### src/rtl/uart_tx_cfg.sv
// Runtime-configurable UART transmitter with a 2**DEPTH character FIFO and free-running baud divider.
// Parity generation is compiled in only when UART_TX_PARITY_EN is defined.
module uart_tx_cfg #(
  parameter int DEPTH  = 4,
  parameter int DWIDTH = 8
) (
  input  logic              clk,
  input  logic              rst,
  input  logic [DWIDTH-1:0] fifo_in,
  input  logic              fifo_write,
  output logic [DEPTH:0]    fifo_space,
  output logic              fifo_full,
  output logic              fifo_empty,
  input  logic [15:0]       clkdiv,
  input  logic [3:0]        nbits,
  input  logic [1:0]        parity,
  input  logic              stop2,
  output logic              busy,
  output logic              tx_done,
  output logic              baudclk,
  output logic              tx
);

  localparam logic [2:0] S_IDLE   = 3'd0;
  localparam logic [2:0] S_START  = 3'd1;
  localparam logic [2:0] S_DATA   = 3'd2;
  localparam logic [2:0] S_PARITY = 3'd3;
  localparam logic [2:0] S_STOP   = 3'd4;

  localparam logic [DEPTH:0] FIFO_ENTRIES = {1'b1, {DEPTH{1'b0}}};
  localparam logic [3:0]     NB_MIN       = 4'd5;
  localparam logic [3:0]     NB_MAX       = 4'(DWIDTH);

  // ---------------- baud divider ----------------
  logic [15:0] baud_ctr_q, baud_ctr_d;
  logic        baud_tick;

  always_comb begin
    baud_tick  = (baud_ctr_q == clkdiv);
    // >= also recovers when clkdiv is lowered below the current count
    baud_ctr_d = (baud_ctr_q >= clkdiv) ? 16'd0 : baud_ctr_q + 16'd1;
  end

  assign baudclk = (baud_ctr_q == 16'd1);

  // ---------------- character FIFO ----------------
  logic [DWIDTH-1:0] fifo_mem [0:(1<<DEPTH)-1];
  logic [DEPTH-1:0]  wr_ptr_q, wr_ptr_d;
  logic [DEPTH-1:0]  rd_ptr_q, rd_ptr_d;
  logic [DEPTH:0]    count_q, count_d;
  logic [DWIDTH-1:0] head_q;
  logic              wr_en;
  logic              pop;

  assign fifo_full  = (count_q == FIFO_ENTRIES);
  assign fifo_empty = (count_q == '0);
  assign fifo_space = FIFO_ENTRIES - count_q;

  always_comb begin
    wr_en    = fifo_write & ~fifo_full;
    wr_ptr_d = wr_en ? wr_ptr_q + 1'b1 : wr_ptr_q;
    rd_ptr_d = pop ? rd_ptr_q + 1'b1 : rd_ptr_q;
    count_d  = count_q;
    case ({wr_en, pop})
      2'b10:   count_d = count_q + 1'b1;
      2'b01:   count_d = count_q - 1'b1;
      default: count_d = count_q;
    endcase
  end

  always_ff @(posedge clk) begin
    if (wr_en) begin
      fifo_mem[wr_ptr_q] <= fifo_in;
    end
  end

  // Registered head read; a write landing on the next head slot is forwarded.
  always_ff @(posedge clk) begin
    if (wr_en && (wr_ptr_q == rd_ptr_d)) begin
      head_q <= fifo_in;
    end else begin
      head_q <= fifo_mem[rd_ptr_d];
    end
  end

  // ---------------- transmit FSM ----------------
  logic [2:0]        state_q, state_d;
  logic [DWIDTH-1:0] data_q, data_d;
  logic [3:0]        nbits_q, nbits_d;
  logic [3:0]        bit_cnt_q, bit_cnt_d;
  logic              stop2_q, stop2_d;
  logic              tx_q, tx_d;
  logic              tx_done_q, tx_done_d;
  logic [3:0]        nb_clamped;
  logic              load;

`ifdef UART_TX_PARITY_EN
  logic par_en_q, par_en_d;
  logic par_odd_q, par_odd_d;
  logic par_acc_q, par_acc_d;
`else
  logic unused_parity;
  assign unused_parity = ^parity;
`endif

  always_comb begin
    if (nbits < NB_MIN) begin
      nb_clamped = NB_MIN;
    end else if (nbits > NB_MAX) begin
      nb_clamped = NB_MAX;
    end else begin
      nb_clamped = nbits;
    end
  end

  always_comb begin
    state_d   = state_q;
    data_d    = data_q;
    nbits_d   = nbits_q;
    bit_cnt_d = bit_cnt_q;
    stop2_d   = stop2_q;
    tx_done_d = 1'b0;
    load      = 1'b0;
`ifdef UART_TX_PARITY_EN
    par_en_d  = par_en_q;
    par_odd_d = par_odd_q;
    par_acc_d = par_acc_q;
`endif

    if (baud_tick) begin
      case (state_q)
        S_IDLE: begin
          load = ~fifo_empty;
        end
        S_START: begin
          state_d   = S_DATA;
          bit_cnt_d = 4'd0;
        end
        S_DATA: begin
          data_d = data_q >> 1;
`ifdef UART_TX_PARITY_EN
          par_acc_d = par_acc_q ^ data_q[0];
`endif
          if (bit_cnt_q == nbits_q - 4'd1) begin
            bit_cnt_d = 4'd0;
`ifdef UART_TX_PARITY_EN
            state_d = par_en_q ? S_PARITY : S_STOP;
`else
            state_d = S_STOP;
`endif
          end else begin
            bit_cnt_d = bit_cnt_q + 4'd1;
          end
        end
`ifdef UART_TX_PARITY_EN
        S_PARITY: begin
          state_d   = S_STOP;
          bit_cnt_d = 4'd0;
        end
`endif
        S_STOP: begin
          if (stop2_q && (bit_cnt_q == 4'd0)) begin
            bit_cnt_d = 4'd1;
          end else begin
            tx_done_d = 1'b1;
            if (fifo_empty) begin
              state_d = S_IDLE;
            end else begin
              load = 1'b1;
            end
          end
        end
        default: state_d = S_IDLE;
      endcase
    end

    // Shadow the frame format so mid-frame input changes only affect the next character
    if (load) begin
      state_d   = S_START;
      data_d    = head_q;
      nbits_d   = nb_clamped;
      stop2_d   = stop2;
      bit_cnt_d = 4'd0;
`ifdef UART_TX_PARITY_EN
      par_en_d  = (parity == 2'd1) || (parity == 2'd2);
      par_odd_d = (parity == 2'd2);
      par_acc_d = 1'b0;
`endif
    end
  end

  assign pop = load;

  always_comb begin
    tx_d = 1'b1;
    case (state_q)
      S_IDLE:   tx_d = 1'b1;
      S_START:  tx_d = 1'b0;
      S_DATA:   tx_d = data_q[0];
`ifdef UART_TX_PARITY_EN
      S_PARITY: tx_d = par_acc_q ^ par_odd_q;
`endif
      S_STOP:   tx_d = 1'b1;
      default:  tx_d = 1'b1;
    endcase
  end

  always_ff @(posedge clk) begin
    if (rst) begin
      baud_ctr_q <= 16'd0;
      wr_ptr_q   <= '0;
      rd_ptr_q   <= '0;
      count_q    <= '0;
      state_q    <= S_IDLE;
      data_q     <= '0;
      nbits_q    <= NB_MIN;
      bit_cnt_q  <= 4'd0;
      stop2_q    <= 1'b0;
      tx_q       <= 1'b1;
      tx_done_q  <= 1'b0;
`ifdef UART_TX_PARITY_EN
      par_en_q   <= 1'b0;
      par_odd_q  <= 1'b0;
      par_acc_q  <= 1'b0;
`endif
    end else begin
      baud_ctr_q <= baud_ctr_d;
      wr_ptr_q   <= wr_ptr_d;
      rd_ptr_q   <= rd_ptr_d;
      count_q    <= count_d;
      state_q    <= state_d;
      data_q     <= data_d;
      nbits_q    <= nbits_d;
      bit_cnt_q  <= bit_cnt_d;
      stop2_q    <= stop2_d;
      tx_q       <= tx_d;
      tx_done_q  <= tx_done_d;
`ifdef UART_TX_PARITY_EN
      par_en_q   <= par_en_d;
      par_odd_q  <= par_odd_d;
      par_acc_q  <= par_acc_d;
`endif
    end
  end

  assign busy    = (state_q != S_IDLE);
  assign tx_done = tx_done_q;
  assign tx      = tx_q;

endmodule

### config.mk
export PLATFORM = sky130hd
export DESIGN_NAME = uart_tx_cfg
export DESIGN_NICKNAME = d
export VERILOG_FILES = /design/src/rtl/uart_tx_cfg.sv
export SDC_FILE = /design/constraint.sdc
export NUM_CORES = 1
export LEC_CHECK = 0
export BUFFER_PORTS_ARGS = -buffer_cell sky130_fd_sc_hd__buf_2
export CORE_MARGIN = 2
export CORE_UTILIZATION = 45
export DETAILED_ROUTE_END_ITERATION = 10
export SLEW_MARGIN = 20
export SYNTH_ARGS = -nofsm -noshare
export SYNTH_HDL_FRONTEND = slang
export SYNTH_SLANG_ARGS = --single-unit
### constraint.sdc
create_clock -name clk -period 4.6 [get_ports clk]
set_clock_uncertainty 0.15 [all_clocks]
set_input_delay 0 -clock clk [delete_from_list [all_inputs] [get_ports clk]]
set_output_delay 0 -clock clk [all_outputs]
set_load 0.02 [all_outputs]
==> impl_metrics.yaml <==
drt:
  drc: 0
  firstDrtPassIters: 5
  wl_per_cell_um: 18.0
  viasPerCell: 5.53
  finalWirelength_um: 16300
  drt_iter0_drc: 352
  route.vias.total: 5006
  antenna_left: 0
clock_tree:
  clockBufferDepth: 2
  h-tree-depth: 4
  cts_tree: "built"
  clk_pin_slew_ps: 70
  cts_buffers: 17
  clock_latency_ps: 430
  post_cts_buffers: 0
  clock_sinks: 183
  cts_root_buffer: "clkbuf_16"
synth:
  yosysSeqAreaShare: 0.601
  yosys_register_bits: 183
  yosys.area.top_type: "edfxtp_1"
  synthArstFlopShare: 0
  synth_top_area_frac: 0.468
  syn-cell-area_mm2: 0.00822
  ys_warn_count: 0
  syn_avg_cell_area_um2: 13.6
  synthFlopType: "edfxtp_1"
  synthCells: 603
  synth_fp_nets: 670
  synth_edf_count: 128
  ys_types: 61
  ys_top_cells_by_area: "edfxtp_1 47%, dfxtp_1 13%, mux4_2 6.6%, ha_1 5.0%, mux2i_1 3.0%"
power:
  powerDensity_mw_per_mm2: 363
  irDropWorstVdd_mv: 0.294
  leakage_nw: 3.31
  power.total_mw: 3.41
setup_path:
  path_delay_family: "simple AND/OR/NAND/NOR gates"
  critical_path_required_ps: 4810
  cp_cell_sequence: "inv_1, ha_1, and2_1, ha_1, nor2b_1, inv_1, ha_1, xor2_1, ha_1, a21oi_1, a311o_1, a31oi_1, or3_1, a21oi_1"
  arrival_ps: 4060
  path_class: "reg -> reg"
  crit_top_cell: "ha_1"
  cp-end-kind: "register"
  path_buf_inv: 2
  cpMaxStageDelayCell: "nor2b_1"
  startpoint_type: "register"
  cp_slowest_stage_delay_ps: 580
  path_max_fanout: 9
placed_design:
  dp_slack_ps: 848
  gp_congestion: 0.784
  hpwl_um: 10900
  io_buffer_count: 42
  dpl-instance-area_mm2: 0.00863
sta:
  slew_viol_final: 0
  rsz0062_at_grt: "no"
  worstMarginPinSlew_ps: 962
  setup_viol: 0
  period_share: 0.837
  fin_ws_ps: 751
  layout_min_cycle_time_ps: 3850
  relSlewSlack: 0.356
  fmax_mhz: 260
  fin_tns_setup_ps: 0
  hold_viol: 0
global_route:
  grt_pass1_vias: 5024
  overflow: 0
  grt_pass1_wl_um: 26500
  grt_use_total: 0.176
  antenna_found_initial: 0
  grt_max_degree: 33
floorplanning:
  start_util: 0.458
  die_w_um: 139
  die_h_um: 139
  core_area_mm2: 0.0180
  rows: 49
  io_pins: 45
  die-area_mm2: 0.0194
layout:
  areaGrowthSynthToFinish_pct: 14.3
  utilization: 0.523
  nets: 731
  fin_area_mm2: 0.00940
  antenna_cells: 0
  drive_above_1_share: 0.182
hold_path:
  hp-class: "in -> reg"
flow_run:
  drv_cap: 0
status:
  status: "completed"
## timing repair
item | 4_1_cts | 5_1_grt
resized for setup | 0 | 0
endpoints found under the hold margin | 155 | 0
hold buffers | 18 | 0
## per-stage QoR
| stage | hold WS (ps) | std cells |
|---|---|---|
| 3_5_place_dp | 112 | 856 |
| 4_1_cts | 108 | 905 |
| 5_1_grt | 166 | 905 |
| 3_3_place_gp | 109 | 855 |
| 2_1_floorplan | -51.1 | 603 |
| 6_report | 135 | 905 |
## report_power, final
| group | total [mW] | internal, mW | switching, mW | leakage, nW |
|---|---|---|---|---|
| Clock | 1.44 | 0.806 | 0.634 | 0.282 |
| Sequential | 1.79 | 1.78 | 0.0130 | 1.60 |
| Combinational | 0.178 | 0.0723 | 0.106 | 1.43 |
## per-layer routing
metal,part of all wire,track usage,vias up
li1,-,-,2390
met1,0.46,0.241,2487
met2,0.49,0.288,115
met3,0.045,0.0345,14
met4,0.011,0.0505,0
met5,0,0,-
## layout by cell type, fill, tap and decap left out, drive strengths merged, types with 4 or more instances in the layout
master       Yosys  routed
mux2             5       5
dlygate4sd3      0      18
nand4            6       6
mux4            24      24
mux2i           25      25
and3             4       4
nor3            29      29
nor4             5       5
inv             36      40
or3              5       5
a311o            6       6
nor2b           11      11
buf             13      52
nand2           24      24
nor2            38      38
a21oi           25      25
ha              33      33
o21bai           7       7
nand3           14      14
a221oi          10      10
xor2            11      11
xnor2           19      19
a22oi            6       6
clkinv           0       6
edfxtp         128     128
clkbuf          15      18
dfxtp           55      55
o21ai            9       9
nand2b           4       4
## final timing paths
check | start | end | slack, ps | cells past startpoint
setup / recovery | count_q[1]$_SDFFE_PP0P_ | count_q[4]$_SDFFE_PP0P_ | 750 | 14
hold / removal | clkdiv[15] | baud_ctr_q[9]$_SDFF_PP0_ | 140 | 6
setup reg to reg | count_q[1]$_SDFFE_PP0P_ | count_q[4]$_SDFFE_PP0P_ | 750 | 14
hold reg to reg | data_q[1]$_SDFFE_PP0P_ | data_q[1]$_SDFFE_PP0P_ | 310 | 2
## worst reg2reg max path: cells and delay by family, from the launching register on
family,cells,cell delay [ps]
simple gates,3,1100
compound gates,4,700
flops,1,440
fa+ha+maj,4,990
buf+inv,2,230
xor+xnor,1,190
## sequential cells by signal, summed over array words and instances (netlist names), named ones only
| signal | count |
|---|---|
| state_q | 3 |
| nbits_q | 4 |
| baud_ctr_q | 16 |
| stop2_q | 1 |
| tx | 1 |
| fifo_mem | 128 |
| rd_ptr_q | 4 |
| data_q | 8 |
| count_q | 5 |
| bit_cnt_q | 4 |
| wr_ptr_q | 4 |
| tx_done | 1 |
## cell usage after synthesis, types with 3 or more instances
cell	number
xor2_1	11
nor2_1	38
xnor2_1	19
mux2i_1	25
a311o_1	6
nand4_1	6
nor3_1	29
a221oi_1	10
and4_1	3
edfxtp_1	128
and3_1	4
nand3_1	14
a21oi_1	24
nand2_1	23
o21ai_0	9
ha_1	33
mux2_2	5
nor4_1	4
nand2b_1	4
buf_4	3
o211ai_1	3
dfxtp_1	55
a22oi_1	6
a21o_1	3
o21bai_1	7
clkbuf_1	15
nor2b_1	11
mux4_2	24
inv_1	36
buf_6	7
## cell families (layout without fill, tap and decap cells)
family,count (synthesis),after routing,synth area share
AOI/OAI and AO/OA,81,81,0.0708
xor gates and xnor gates,31,31,0.0348
adders and majority gates,33,33,0.0502
buffers and inverters,64,137,0.0371
DFF,183,183,0.601
muxes,54,54,0.103
and+or+nand+nor,157,157,0.103
## layout make-up
type | instances | area [µm²]
Multi-Input combinational cell | 356 | 2990
Clock buffer | 18 | 429
Timing Repair Buffer | 70 | 465
Inverter | 36 | 135
Clock inverter | 13 | 148
Tap cell | 229 | 287
Sequential cell | 183 | 4950
Fill cell | 1544 | 8560
(Power assumes the default switching activity.)
